### config.mk
export PLATFORM = sky130hd
export DESIGN_NAME = hazard_stall_controller
export DESIGN_NICKNAME = d
export VERILOG_FILES = /design/src/rtl/hazard_stall_controller.sv
export SDC_FILE = /design/constraint.sdc
export NUM_CORES = 1
export LEC_CHECK = 0
export BUFFER_PORTS_ARGS = -buffer_cell sky130_fd_sc_hd__buf_2
export CORE_ASPECT_RATIO = 1.1
export CORE_MARGIN = 8
export CORE_UTILIZATION = 45
export CTS_CLUSTER_SIZE = 12
export DETAILED_ROUTE_END_ITERATION = 12
export HOLD_SLACK_MARGIN = 0.06
export MAX_ROUTING_LAYER = met4
export PLACE_DENSITY = 0.7
export SETUP_SLACK_MARGIN = 0.2
export SLEW_MARGIN = 15
export SYNTH_ARGS = -nofsm -noshare
export SYNTH_HDL_FRONTEND = slang
export SYNTH_SLANG_ARGS = --single-unit
### constraint.sdc
create_clock -name clk -period 6 [get_ports clk]
set_input_delay 0.3 -clock clk [delete_from_list [all_inputs] [get_ports clk]]
set_output_delay 0.3 -clock clk [all_outputs]
set_load 0.02 [all_outputs]
### src/rtl/hazard_stall_controller.sv
// Pipeline hazard/stall sequencer: RAW stalls, taken-branch flush, SRAM wait-state freeze with timeout.
// Optional HAZARD_FORWARDING_EN: with forwarding present only load-use hazards stall.
module hazard_stall_controller #(
    parameter int MEM_TIMEOUT = 16,
    parameter int CNT_W       = 16
) (
    input  logic             clk,
    input  logic             rst,
    input  logic [4:0]       id_src1,
    input  logic [4:0]       id_src2,
    input  logic             id_two_src,
    input  logic             id_br_taken,
    input  logic [4:0]       exe_dest,
    input  logic             exe_wb_en,
    input  logic             exe_mem_r_en,
    input  logic [4:0]       mem_dest,
    input  logic             mem_wb_en,
    input  logic             mem_req,
    input  logic             mem_ready,
    output logic             freeze_pc,
    output logic             freeze_if_id,
    output logic             bubble_id_exe,
    output logic             flush_if_id,
    output logic             freeze_back,
    output logic             fwd_en,
    output logic             mem_timeout,
    output logic [CNT_W-1:0] stall_cnt,
    output logic             state_dbg
);

    typedef enum logic {
        ST_RUN      = 1'b0,
        ST_MEM_WAIT = 1'b1
    } state_t;

    localparam logic [15:0]      TIMEOUT_VAL = 16'(MEM_TIMEOUT);
    localparam logic [CNT_W-1:0] CNT_MAX     = '1;

    state_t           state_q;
    logic [15:0]      wait_cnt_q;
    logic             mem_timeout_q;
    logic [CNT_W-1:0] stall_cnt_q;

    logic raw_hz;
    logic mem_wait;
    logic at_timeout;

`ifdef HAZARD_FORWARDING_EN
    // Forwarding covers ALU results; only a load in EXE cannot be bypassed in time.
    logic unused_mem_stage;
    assign unused_mem_stage = mem_wb_en ^ (^mem_dest);
    assign fwd_en = 1'b1;
    assign raw_hz = exe_wb_en && exe_mem_r_en && (exe_dest != 5'd0) &&
                    ((id_src1 == exe_dest) || (id_two_src && (id_src2 == exe_dest)));
`else
    logic unused_load_flag;
    logic exe_hit;
    logic mem_hit;
    assign unused_load_flag = exe_mem_r_en;
    assign fwd_en  = 1'b0;
    assign exe_hit = exe_wb_en && (exe_dest != 5'd0) &&
                     ((id_src1 == exe_dest) || (id_two_src && (id_src2 == exe_dest)));
    assign mem_hit = mem_wb_en && (mem_dest != 5'd0) &&
                     ((id_src1 == mem_dest) || (id_two_src && (id_src2 == mem_dest)));
    assign raw_hz  = exe_hit || mem_hit;
`endif

    // The timeout cycle itself is not a wait: the MEM instruction is released.
    assign at_timeout = (state_q == ST_MEM_WAIT) && !mem_ready && (wait_cnt_q == TIMEOUT_VAL);
    assign mem_wait   = ((state_q == ST_RUN) && mem_req && !mem_ready) ||
                        ((state_q == ST_MEM_WAIT) && !mem_ready && !at_timeout);

    always_comb begin
        freeze_pc     = 1'b0;
        freeze_if_id  = 1'b0;
        bubble_id_exe = 1'b0;
        flush_if_id   = 1'b0;
        freeze_back   = 1'b0;
        if (rst) begin
            if (mem_wait) begin
                freeze_pc    = 1'b1;
                freeze_if_id = 1'b1;
                freeze_back  = 1'b1;
            end else if (raw_hz) begin
                freeze_pc     = 1'b1;
                freeze_if_id  = 1'b1;
                bubble_id_exe = 1'b1;
            end else if (id_br_taken) begin
                flush_if_id = 1'b1;
            end
        end
    end

    always_ff @(posedge clk) begin
        if (!rst) begin
            state_q       <= ST_RUN;
            wait_cnt_q    <= 16'd0;
            mem_timeout_q <= 1'b0;
            stall_cnt_q   <= '0;
        end else begin
            case (state_q)
                ST_RUN: begin
                    if (mem_req && !mem_ready) begin
                        state_q    <= ST_MEM_WAIT;
                        wait_cnt_q <= 16'd1;
                    end
                end
                ST_MEM_WAIT: begin
                    if (mem_ready) begin
                        state_q    <= ST_RUN;
                        wait_cnt_q <= 16'd0;
                    end else if (at_timeout) begin
                        state_q       <= ST_RUN;
                        wait_cnt_q    <= 16'd0;
                        mem_timeout_q <= 1'b1;
                    end else begin
                        wait_cnt_q <= wait_cnt_q + 16'd1;
                    end
                end
                default: begin
                    state_q    <= ST_RUN;
                    wait_cnt_q <= 16'd0;
                end
            endcase
            if (freeze_pc && (stall_cnt_q != CNT_MAX)) begin
                stall_cnt_q <= stall_cnt_q + 1'b1;
            end
        end
    end

    assign mem_timeout = mem_timeout_q;
    assign stall_cnt   = stall_cnt_q;
    assign state_dbg   = state_q;

endmodule

# Word level (Yosys, flattened, before mapping)
# Index checks and enable logic that the tools add are counted.
[totals] output_inout_bits=24 reg_bits=34
[op_classes] eq_ne=7 add_sub_neg=2 n_bitwise=2 muxes=19 n_reduce_logical=22
[ops] op="two-way mux 16 bit" n=3
[ops] op="adder 16 x 1 -> 16 bit (second input constant)" n=2
[ops] op="one-hot mux 16 bit (2 select lines)" n=1
[ops] op="equality test 5 bit" n=4
[ops] op="equality test 16 x 5 -> 1 bit (second input constant)" n=1
[ops] op="inequality test 16 bit (second input constant)" n=1
[ops] op="two-way mux 1 bit" n=14
[ops] op="logical AND 1 bit" n=13
[ops] op="nonzero test 5 bit" n=2
[ops] op="logical OR 1 bit" n=4
[ops] op="AND reduction 3 bit" n=1
[ops] op="logical NOT 1 bit" n=2
[ops] op="inequality test 2 x 1 -> 1 bit (second input constant)" n=1
[ops] op="inverter 1 bit" n=2
[ops] op="one-hot mux 1 bit (2 select lines)" n=1

# Logic depth before layout (Yosys ltp)
# Gate-level depths: netlist of run 1.
[logic_depth] depth_word=9 mapped_depth=10 ltp_nobuf=8

# Least setup slack after synthesis of run 1
# No wires, ideal clock.
[synth_path] path_kind="register -> output" from="reg wait_cnt_q[0]" to="out freeze_pc" setup_slack_ns=3.678 path_buffers=3 stages_incl_launch_ff=11 t_arrival_ns=2.022 cell_sequence="dfxtp_1 inv_1 ha_1 nor4bb_1 a41oi_1 a21oi_1 o221a_1 buf_6 buf_4 nor2_1 buf_4"
[synth_via] elab_chain_cells=7
[synth_rtl] element="from (decl)" line="40" source="logic [15:0] wait_cnt_q;"
[synth_rtl] element="from (signal assigned)" line="117" source="wait_cnt_q <= wait_cnt_q + 16'd1;"
[synth_rtl] element="equality test 16 x 5 -> 1 bit" line="69" source="assign at_timeout = (state_q == ST_MEM_WAIT) && !mem_ready && (wait_cnt_q == TIMEOUT_VAL);"
[synth_rtl] element="logical AND 1 bit" line="69"
[synth_rtl] element="logical NOT 1 bit" line="71" source="((state_q == ST_MEM_WAIT) && !mem_ready && !at_timeout);"
[synth_rtl] element="logical AND 1 bit" line="71"
[synth_rtl] element="logical OR 1 bit" line="70" source="assign mem_wait = ((state_q == ST_RUN) && mem_req && !mem_ready) ||"
[synth_rtl] element="two-way mux 1 bit (2 in series)"
[synth_rtl] element="to (decl)" line="20" source="output logic freeze_pc,"
# No other way between the ends.

# Final worst setup path of run 1
[layout_path] from="reg wait_cnt_q[0]" to="out flush_if_id"
[layout_via] elab_chain_cells=7
[layout_rtl] element="equality test 16 x 5 -> 1 bit" line="69"
[layout_rtl] element="logical AND 1 bit" line="69"
[layout_rtl] element="logical NOT 1 bit" line="71"
[layout_rtl] element="logical AND 1 bit" line="71"
[layout_rtl] element="logical OR 1 bit" line="70"
[layout_rtl] element="two-way mux 1 bit" line="80" source="if (mem_wait) begin"
[layout_rtl] element="two-way mux 1 bit" line="79" source="if (rst) begin"
[layout_rtl] element="to (decl)" line="23" source="output logic flush_if_id,"
# No other way between the ends.

==> report_table.html, run 1 <==
<table>
<tr><th>Metric</th><th>Value</th></tr>
<tr><th colspan="2">Run status</th></tr>
<tr><td>Run status</td><td>complete, no violations</td></tr>
<tr><th colspan="2">Synth</th></tr>
<tr><td>Leading cell types by count after synthesis</td><td>sky130_fd_sc_hd__dfxtp_1 (34), sky130_fd_sc_hd__xor2_1 (27), sky130_fd_sc_hd__nor2_1 (25)</td></tr>
<tr><td>Post-synth top area share</td><td>0.347</td></tr>
<tr><td>Post-synth net total</td><td>270</td></tr>
<tr><td>Number of distinct library cells after synthesis</td><td>42</td></tr>
<tr><td>Top cells by area, synth</td><td>sky130_fd_sc_hd__dfxtp_1 (35%), sky130_fd_sc_hd__xor2_1 (12%), sky130_fd_sc_hd__nor2_1 (4.8%), sky130_fd_sc_hd__a21oi_1 (3.8%), sky130_fd_sc_hd__or4_1 (3.4%)</td></tr>
<tr><td>Register bit count reported by yosys</td><td>34</td></tr>
<tr><td>Library cell with the largest summed area after synthesis</td><td>sky130_fd_sc_hd__dfxtp_1</td></tr>
<tr><td>Proportion of synthesized flip-flops having asynchronous set or reset</td><td>0</td></tr>
<tr><td>Library cell with the highest instance count after synthesis</td><td>sky130_fd_sc_hd__dfxtp_1</td></tr>
<tr><td>Post-synthesis instance area</td><td>0.00196 mm2</td></tr>
<tr><td>Syn Area/Cell</td><td>8.24 um2</td></tr>
<tr><td>Prevailing post-synth register cell</td><td>sky130_fd_sc_hd__dfxtp_1</td></tr>
<tr><td>Number of flops mapped to enable cells by yosys</td><td>0</td></tr>
<tr><td>Synth warn</td><td>0</td></tr>
<tr><td>Part of the Yosys area used for sequential elements</td><td>0.347</td></tr>
<tr><td>Number of cells produced by synthesis</td><td>238</td></tr>
<tr><th colspan="2">STA</th></tr>
<tr><td>RSZ-0062 raised after global routing</td><td>false</td></tr>
<tr><td>Max-slew headroom at the worst pin</td><td>0.268</td></tr>
<tr><td>Final TNS setup</td><td>0 ns</td></tr>
<tr><td>Setup violations, final</td><td>0</td></tr>
<tr><td>Worst hold slack</td><td>0.405 ns</td></tr>
<tr><td>Fmax</td><td>0.305 GHz</td></tr>
<tr><td>Slew of the pin with the lowest slew margin</td><td>1.09 ns</td></tr>
<tr><td>Largest clock skew in the final design</td><td>0.00903 ns</td></tr>
<tr><td>Number of max-slew violations in the final report</td><td>0</td></tr>
<tr><td>Final Hold Vio Count</td><td>0</td></tr>
<tr><td>Fin worst setup slack</td><td>2.72 ns</td></tr>
<tr><td>Final clock period utilization by the worst path</td><td>0.546</td></tr>
<tr><td>Final min period</td><td>3.28 ns</td></tr>
<tr><th colspan="2">Floorplan</th></tr>
<tr><td>Initial core utilization</td><td>0.461</td></tr>
<tr><td>DIE WIDTH</td><td>79.0 um</td></tr>
<tr><td>Site Rows</td><td>25</td></tr>
<tr><td>Total I/O pin count</td><td>53</td></tr>
<tr><td>Vertical die dimension</td><td>85.3 um</td></tr>
<tr><td>Die ar.</td><td>0.00673 mm2</td></tr>
<tr><td>Placeable core area</td><td>0.00425 mm2</td></tr>
<tr><th colspan="2">Drt</th></tr>
<tr><td>Routed Antenna Nets</td><td>0</td></tr>
<tr><td>Number of DRC markers in iteration 0</td><td>93</td></tr>
<tr><td>Detail-routed via count per cell</td><td>5.51</td></tr>
<tr><td>Number of iterations in the first detailed-routing pass</td><td>4</td></tr>
<tr><td>Number of vias after detailed routing</td><td>1873</td></tr>
<tr><td>Drt drc</td><td>0</td></tr>
<tr><td>Routed WL</td><td>4.57 mm</td></tr>
<tr><td>Average wire per standard cell</td><td>13.4 um</td></tr>
<tr><th colspan="2">Critical path</th></tr>
<tr><td>Data arrival time of the critical path</td><td>2.98 ns</td></tr>
<tr><td>Capture point of the worst reg-to-reg path</td><td>stall_cnt[8]$_SDFFE_PN0P_</td></tr>
<tr><td>Biggest cell delay along the critical path</td><td>0.88 ns</td></tr>
<tr><td>Register-to-Register Setup Slack</td><td>3.25 ns</td></tr>
<tr><td>CP Data Required Time</td><td>5.70 ns</td></tr>
<tr><td>Bufs and invs on worst path</td><td>2</td></tr>
<tr><td>Critical Path, Cell by Cell</td><td>inv_1 &gt; ha_1 &gt; nor4bb_1 &gt; a41oi_1 &gt; a21oi_1 &gt; o221a_1 &gt; and3_1 &gt; buf_2</td></tr>
<tr><td>Maximum fanout encountered on the critical timing path</td><td>30</td></tr>
<tr><td>Cell type of the slowest stage on the worst timing path</td><td>sky130_fd_sc_hd__o221a_1</td></tr>
<tr><td>Register-to-Register Path Depth</td><td>8</td></tr>
<tr><td>Nature of the critical path endpoint</td><td>output port</td></tr>
<tr><td>Origin of the critical flop-to-flop path</td><td>wait_cnt_q[0]$_SDFFE_PN0P_</td></tr>
<tr><td>Cell family with the largest share of critical-path delay</td><td>compound AO/OA/AOI/OAI gates</td></tr>
<tr><td>Crit Path Class</td><td>flip-flop to output port</td></tr>
<tr><td>Startpoint types</td><td>flip-flop</td></tr>
<tr><th colspan="2">Power</th></tr>
<tr><td>Worst IR Drop VDD</td><td>0.000167 V</td></tr>
<tr><td>Leak Pwr</td><td>0.924 nW</td></tr>
<tr><td>Cell Pwr Density</td><td>233 mW/mm2</td></tr>
<tr><th colspan="2">Placement</th></tr>
<tr><td>Final RePlAce weighted congestion</td><td>0.764</td></tr>
<tr><td>Detailed placer's ending HPWL</td><td>3.44 mm</td></tr>
<tr><td>Place WS</td><td>3.03 ns</td></tr>
<tr><td>IO Port Bufs</td><td>50</td></tr>
<tr><td>Number of cells in the design after placement</td><td>332</td></tr>
<tr><th colspan="2">Layout</th></tr>
<tr><td>Number of standard cells in the final layout excluding fillers</td><td>340</td></tr>
<tr><td>Area growth from synthesis to layout</td><td>21.0%</td></tr>
<tr><td>Number of nets in the finished design</td><td>317</td></tr>
<tr><td>Proportion of layout cells with a drive suffix above 1</td><td>0.210</td></tr>
<tr><td>Flip-flop and latch area</td><td>681 um2</td></tr>
<tr><td>Final core occ</td><td>0.558</td></tr>
<tr><td>Antenna Diode Count</td><td>0</td></tr>
<tr><td>Area of combinational cells with multiple inputs</td><td>0.00120 mm2</td></tr>
<tr><td>Number of fill cells</td><td>415</td></tr>
<tr><th colspan="2">Global routing</th></tr>
<tr><td>Number of antenna violations at the first check in global routing</td><td>0</td></tr>
<tr><td>Number of global-route vias before repair</td><td>1810</td></tr>
<tr><td>Global-route wire length before repair</td><td>7.76 mm</td></tr>
<tr><td>Total gr overflow</td><td>0</td></tr>
<tr><td>Largest net degree at the start of global routing</td><td>31</td></tr>
<tr><td>Global router's overall resource usage</td><td>0.140</td></tr>
<tr><th colspan="2">Clock tree</th></tr>
<tr><td>Number of levels the H-tree was split into</td><td>2</td></tr>
<tr><td>Clk Tree Root Cell</td><td>sky130_fd_sc_hd__clkbuf_8</td></tr>
<tr><td>Clock tree sinks</td><td>34</td></tr>
<tr><td>Number of instances resized during post-cts repair</td><td>0</td></tr>
<tr><td>Clock transition time at the flip-flop clock pins of the worst setup and hold paths</td><td>0.07 ns</td></tr>
<tr><td>Number of buffers between clock root and the deepest sink</td><td>2</td></tr>
<tr><td>TritonCTS clock tree</td><td>yes</td></tr>
<tr><td>Num CTS Buffers</td><td>5</td></tr>
<tr><td>Clock latency on the worst-skew pair</td><td>0.28 ns</td></tr>
<tr><td>Total setup buffers inserted after CTS</td><td>0</td></tr>
<tr><td>CTS hold repair buffers</td><td>0</td></tr>
<tr><th colspan="2">Hold path</th></tr>
<tr><td>Worst hold-check path type</td><td>primary input to flip-flop</td></tr>
<tr><td>HP Start</td><td>rst</td></tr>
<tr><td>Hold path endpoint</td><td>stall_cnt[12]$_SDFFE_PN0P_</td></tr>
<tr><td>Count of cells along the worst hold path</td><td>2</td></tr>
<tr><th colspan="2">Job</th></tr>
<tr><td>Maximum Capacitance Violations</td><td>0</td></tr>
</table>
## cell usage in the layout, fill, tap and decap left out, types with 2 or more instances in the layout
cell,count
sky130_fd_sc_hd__o21ai_1,3
sky130_fd_sc_hd__nor4b_1,2
sky130_fd_sc_hd__ha_1,3
sky130_fd_sc_hd__bufinv_16,2
sky130_fd_sc_hd__nand3_1,9
sky130_fd_sc_hd__or3_1,6
sky130_fd_sc_hd__nor4_1,6
sky130_fd_sc_hd__and3_1,6
sky130_fd_sc_hd__clkbuf_8,6
sky130_fd_sc_hd__nand4_1,7
sky130_fd_sc_hd__buf_2,50
sky130_fd_sc_hd__nand2_1,14
sky130_fd_sc_hd__and4_1,2
sky130_fd_sc_hd__o31ai_1,8
sky130_fd_sc_hd__xnor2_1,4
sky130_fd_sc_hd__o21ai_0,7
sky130_fd_sc_hd__nand2b_1,5
sky130_fd_sc_hd__o21a_1,2
sky130_fd_sc_hd__mux2i_1,4
sky130_fd_sc_hd__dfxtp_1,34
sky130_fd_sc_hd__xor2_1,27
sky130_fd_sc_hd__nor3_1,4
sky130_fd_sc_hd__a21oi_1,15
sky130_fd_sc_hd__inv_1,7
sky130_fd_sc_hd__o2111ai_1,2
sky130_fd_sc_hd__a32oi_1,2
sky130_fd_sc_hd__nor2_1,25
sky130_fd_sc_hd__or4_1,9
## metal layers
layer	track usage	wire length (um)	up-vias
li1	-	-	963
met4	0.0202	12	0
met1	0.169	2260	870
met5	-	0	-
met2	0.236	2150	37
met3	0.0285	151	3
## layout make-up
| cell class | instances | share of cell area |
|---|---|---|
| clock buffer | 6 | 0.0348 |
| clock inverter | 2 | 0.0253 |
| inverter | 7 | 0.0111 |
| multi-input combinational | 186 | 0.505 |
| sequential | 34 | 0.287 |
| tap | 54 | 0.0285 |
| timing repair buffer | 51 | 0.109 |
## flip-flops by register name, indices dropped and copies added (netlist names)
register	count
stall_cnt	16
wait_cnt_q	16
mem_timeout	1
state_dbg	1
## metrics by stage
stage               power [mW]  cell area [um2]
floorplan                0.275             1960
global placement         0.294             2230
detailed placement       0.295             2230
CTS                      0.556             2370
global route             0.571             2370
finish                   0.552             2370
## cells by family (layout without fill, tap and decap cells)
| family | after synthesis | after routing | synth area share |
|---|---|---|---|
| and+or+nand+nor | 100 | 100 | 0.274 |
| buffers and inverters | 18 | 66 | 0.0453 |
| DFF | 34 | 34 | 0.347 |
| xor gates and xnor gates | 31 | 31 | 0.138 |
| AOI/OAI and AO/OA | 47 | 47 | 0.154 |
| adders and majority gates | 3 | 3 | 0.0191 |
| muxes | 4 | 4 | 0.0204 |
| other | 1 | 1 | 0.00191 |
## worst reg2reg max path: cells and delay by family (launching register included)
family / cells / cell delay [ns]
fa+ha+maj: 1 / 0.14
mux: 1 / 0.16
flops: 1 / 0.33
simple gates: 2 / 0.48
buf+inv: 1 / 0.08
compound gates: 3 / 1.44
## power by group
group / internal, mW / switching (mW)
sequential: 0.228 / 0.00292
combinational: 0.0225 / 0.0362
clock: 0.177 / 0.0854
## worst max-delay path by stage
| stage | from | endpoint | slack (ns) | cells past startpoint |
|---|---|---|---|---|
| final | wait_cnt_q[0]$_SDFFE_PN0P_ | flush_if_id | 2.72 | 8 |
| after global placement | wait_cnt_q[0]$_SDFFE_PN0P_ | flush_if_id | 3.08 | 8 |
| after global routing | wait_cnt_q[0]$_SDFFE_PN0P_ | flush_if_id | 2.42 | 8 |
| after detailed placement | wait_cnt_q[0]$_SDFFE_PN0P_ | flush_if_id | 3.03 | 8 |
| after CTS | wait_cnt_q[0]$_SDFFE_PN0P_ | flush_if_id | 2.71 | 8 |
| after floorplan | wait_cnt_q[0]$_SDFFE_PN0P_ | freeze_pc | 3.68 | 10 |
No activity file was read; power rests on OpenSTA's default activity.
==> run 2, diff against run 1 <==
==> constraint.sdc (replaced) <==
create_clock -name clk -period 3.4 [get_ports clk]
set_input_delay 0.17 -clock clk [delete_from_list [all_inputs] [get_ports clk]]
set_output_delay 0.17 -clock clk [all_outputs]
set_load 0.02 [all_outputs]
==> run 2 against run 1 <==
Effect of this change:
- final area decreased by 1.5%
- critical path type unchanged
- sequential power increased by 77%
- clock power increased by 15%
- combinational power rose by 82%
==> report_table.html, run 2 (same netlist as run 1, synthesis figures left out) <==
<table>
<tr><th>Metric</th><th>Value</th></tr>
<tr><th colspan="2">Run status</th></tr>
<tr><td>Run status</td><td>complete, no violations</td></tr>
<tr><th colspan="2">Clock tree</th></tr>
<tr><td>Clk Tree Root Cell</td><td>sky130_fd_sc_hd__clkbuf_8</td></tr>
<tr><td>Number of buffers between clock root and the deepest sink</td><td>2 (unchanged)</td></tr>
<tr><td>Clock tree sinks</td><td>34 (unchanged)</td></tr>
<tr><td>Clock transition time at the flip-flop clock pins of the worst setup and hold paths</td><td>0.07 ns (about the same)</td></tr>
<tr><td>Number of levels the H-tree was split into</td><td>2 (unchanged)</td></tr>
<tr><td>Num CTS Buffers</td><td>5 (unchanged)</td></tr>
<tr><td>Clock latency on the worst-skew pair</td><td>0.28 ns (about the same)</td></tr>
<tr><td>Total setup buffers inserted after CTS</td><td>0 (unchanged)</td></tr>
<tr><td>TritonCTS clock tree</td><td>yes</td></tr>
<tr><th colspan="2">Critical path</th></tr>
<tr><td>Register-to-Register Setup Slack</td><td>0.85 ns (-2.40 ns)</td></tr>
<tr><td>Origin of the critical flop-to-flop path</td><td>wait_cnt_q[0]$_SDFFE_PN0P_</td></tr>
<tr><td>CP Data Required Time</td><td>3.23 ns (-2.47 ns)</td></tr>
<tr><td>Nature of the critical path endpoint</td><td>output port</td></tr>
<tr><td>Maximum fanout encountered on the critical timing path</td><td>21 (-30%)</td></tr>
<tr><td>Register-to-Register Path Depth</td><td>9 (+1)</td></tr>
<tr><td>Startpoint types</td><td>flip-flop</td></tr>
<tr><td>Cell type of the slowest stage on the worst timing path</td><td>sky130_fd_sc_hd__o221a_2</td></tr>
<tr><td>Biggest cell delay along the critical path</td><td>0.51 ns (-0.37 ns)</td></tr>
<tr><td>Data arrival time of the critical path</td><td>2.61 ns (-0.37 ns)</td></tr>
<tr><td>Critical Path, Cell by Cell</td><td>inv_1 &gt; ha_1 &gt; nor4bb_1 &gt; a41oi_1 &gt; a21oi_1 &gt; o221a_2 &gt; and3_1 &gt; buf_2</td></tr>
<tr><td>Crit Path Class</td><td>flip-flop to output port</td></tr>
<tr><td>Capture point of the worst reg-to-reg path</td><td>stall_cnt[15]$_SDFFE_PN0P_</td></tr>
<tr><th colspan="2">STA</th></tr>
<tr><td>Number of max-slew violations in the final report</td><td>0 (unchanged)</td></tr>
<tr><td>Max-slew headroom at the worst pin</td><td>0.664 (+0.397)</td></tr>
<tr><td>Final min period</td><td>2.78 ns</td></tr>
<tr><td>RSZ-0062 raised after global routing</td><td>false</td></tr>
<tr><td>Fmax</td><td>0.360 GHz</td></tr>
<tr><td>Slew of the pin with the lowest slew margin</td><td>0.503 ns (-0.588 ns)</td></tr>
<tr><td>Final clock period utilization by the worst path</td><td>0.818</td></tr>
<tr><td>Largest clock skew in the final design</td><td>0.00731 ns (-0.00173 ns)</td></tr>
<tr><td>Final TNS setup</td><td>0 ns (unchanged)</td></tr>
<tr><td>Final Hold Vio Count</td><td>0 (unchanged)</td></tr>
<tr><td>Setup violations, final</td><td>0 (unchanged)</td></tr>
<tr><th colspan="2">Drt</th></tr>
<tr><td>Metal-1 WL</td><td>2.10 mm (-7.1%)</td></tr>
<tr><td>Number of DRC markers in iteration 0</td><td>93 (unchanged)</td></tr>
<tr><td>Detail-routed via count per cell</td><td>5.56 (+0.85%)</td></tr>
<tr><td>Length of routed met2 wiring</td><td>2.17 mm (+1.2%)</td></tr>
<tr><td>Drt drc</td><td>0 (unchanged)</td></tr>
<tr><td>Routed Antenna Nets</td><td>0 (unchanged)</td></tr>
<tr><td>Average wire per standard cell</td><td>13.2 um (-1.9%)</td></tr>
<tr><td>Top sig layer</td><td>met4</td></tr>
<tr><td>Routed WL</td><td>4.51 mm (-1.3%)</td></tr>
<tr><td>Number of iterations in the first detailed-routing pass</td><td>4 (unchanged)</td></tr>
<tr><td>Met3 Wirelength</td><td>187 um (+24%)</td></tr>
<tr><td>Number of vias after detailed routing</td><td>1900 (+1.4%)</td></tr>
<tr><th colspan="2">Global routing</th></tr>
<tr><td>Number of global-route vias before repair</td><td>2000 (+10%)</td></tr>
<tr><td>Number of antenna violations at the first check in global routing</td><td>0 (unchanged)</td></tr>
<tr><td>Global-route wire length before repair</td><td>8.20 mm (+5.7%)</td></tr>
<tr><td>Largest net degree at the start of global routing</td><td>22 (-29%)</td></tr>
<tr><td>Global router's overall resource usage</td><td>0.149 (+0.00950)</td></tr>
<tr><td>Total gr overflow</td><td>0 (unchanged)</td></tr>
<tr><th colspan="2">Layout</th></tr>
<tr><td>Area growth from synthesis to layout</td><td>19.1%</td></tr>
<tr><td>Flip-flop and latch area</td><td>681 um2 (unchanged)</td></tr>
<tr><td>Proportion of layout cells with a drive suffix above 1</td><td>0.215 (+0.00549)</td></tr>
<tr><td>Most common library cell in the layout ignoring fill and taps</td><td>sky130_fd_sc_hd__buf_2</td></tr>
<tr><td>Area of combinational cells with multiple inputs</td><td>0.00120 mm2 (unchanged)</td></tr>
<tr><td>Finished Cell Area</td><td>0.00234 mm2 (-1.5%)</td></tr>
<tr><td>Most frequent cells in the layout</td><td>sky130_fd_sc_hd__buf_2 (50), sky130_fd_sc_hd__dfxtp_1 (34), sky130_fd_sc_hd__xor2_1 (27)</td></tr>
<tr><td>Antenna Diode Count</td><td>0 (unchanged)</td></tr>
<tr><td>Number of nets in the finished design</td><td>319 (+0.63%)</td></tr>
<tr><td>Number of fill cells</td><td>424 (+2.2%)</td></tr>
<tr><th colspan="2">Floorplan</th></tr>
<tr><td>DIE WIDTH</td><td>79.0 um (unchanged)</td></tr>
<tr><td>Total I/O pin count</td><td>53 (unchanged)</td></tr>
<tr><td>Vertical die dimension</td><td>85.3 um (unchanged)</td></tr>
<tr><td>Placeable core area</td><td>0.00425 mm2 (unchanged)</td></tr>
<tr><td>Site Rows</td><td>25 (unchanged)</td></tr>
<tr><td>Die ar.</td><td>0.00673 mm2 (unchanged)</td></tr>
<tr><td>Initial core utilization</td><td>0.461 (unchanged)</td></tr>
<tr><th colspan="2">Power</th></tr>
<tr><td>Worst IR Drop VDD</td><td>0.000190 V (+14%)</td></tr>
<tr><td>Leak Pwr</td><td>0.911 nW (-1.5%)</td></tr>
<tr><td>Cell Pwr Density</td><td>350 mW/mm2 (+50%)</td></tr>
<tr><td>Final total power</td><td>0.818 mW (+48%)</td></tr>
<tr><th colspan="2">Placement</th></tr>
<tr><td>Detailed placer's ending HPWL</td><td>3.45 mm (about the same)</td></tr>
<tr><td>Area of placed instances</td><td>0.00225 mm2 (+0.67%)</td></tr>
<tr><td>Final RePlAce weighted congestion</td><td>0.774 (+1.3%)</td></tr>
<tr><td>IO Port Bufs</td><td>50 (unchanged)</td></tr>
<tr><th colspan="2">Hold path</th></tr>
<tr><td>Count of cells along the worst hold path</td><td>2 (unchanged)</td></tr>
<tr><td>Worst hold-check path type</td><td>primary input to flip-flop</td></tr>
<tr><td>HP Start</td><td>rst</td></tr>
<tr><td>Hold path endpoint</td><td>stall_cnt[12]$_SDFFE_PN0P_</td></tr>
<tr><th colspan="2">Job</th></tr>
<tr><td>Maximum Capacitance Violations</td><td>0 (unchanged)</td></tr>
</table>
-- run 2: how the worst max path moves through the flow --
stage	cells after the start	slack (ns)	startpoint	endpoint
floorplan	10	1.21	wait_cnt_q[0]$_SDFFE_PN0P_	freeze_pc
global placement	9	0.72	wait_cnt_q[0]$_SDFFE_PN0P_	stall_cnt[15]$_SDFFE_PN0P_
detailed placement	9	0.64	wait_cnt_q[0]$_SDFFE_PN0P_	stall_cnt[15]$_SDFFE_PN0P_
CTS	8	0.39	wait_cnt_q[0]$_SDFFE_PN0P_	flush_if_id
global route	8	0.36	wait_cnt_q[0]$_SDFFE_PN0P_	flush_if_id
finish	8	0.62	wait_cnt_q[0]$_SDFFE_PN0P_	flush_if_id
-- run 2: routing by layer --
| metal | GRT usage | vias to the layer above |
|---|---|---|
| met2 | 0.250 | 41 |
| met5 | - | - |
| met4 | 0.0540 | 0 |
| met3 | 0.0359 | 8 |
| li1 | - | 969 |
| met1 | 0.168 | 882 |
-- run 2: critical path, delay by kind of cell (launching register included) --
kind | cells | cell delay, ns
AOI/OAI and AO/OA | 3 | 1.09
buffers and inverters | 2 | 0.24
DFF | 1 | 0.33
and+or+nand+nor | 2 | 0.53
adders and majority gates | 1 | 0.13
-- run 2: what timing repair did --
| action | in CTS | in global routing |
|---|---|---|
| resized for setup | 0 | 1 |
| setup endpoints to repair | 0 | 3 |
| hold buffers | 0 | 0 |
| hold endpoints to repair | 0 | 0 |
-- run 2: power breakdown --
part           total, mW  internal (mW)  switching [mW]
registers          0.408          0.403         0.00514
logic              0.107         0.0427          0.0641
clock network      0.303          0.163           0.140
total              0.818          0.608           0.210
-- run 2: stage by stage --
step	util	std cells	hold slack [ns]	worst slack, ns
floorplan	-	238	0.326	1.21
global placement	0.528	334	0.452	0.725
detailed placement	0.528	334	0.476	0.640
CTS	0.549	342	0.259	0.391
global route	0.549	342	0.284	0.358
finish	0.549	342	0.265	0.620
-- run 2: final cells by class --
type | instances | share of cell area
Clock inverter | 1 | 0.00214
Timing Repair Buffer | 53 | 0.117
Sequential cell | 34 | 0.291
Clock buffer | 7 | 0.0369
Multi-Input combinational cell | 186 | 0.513
Tap cell | 54 | 0.0289
Inverter | 7 | 0.0112
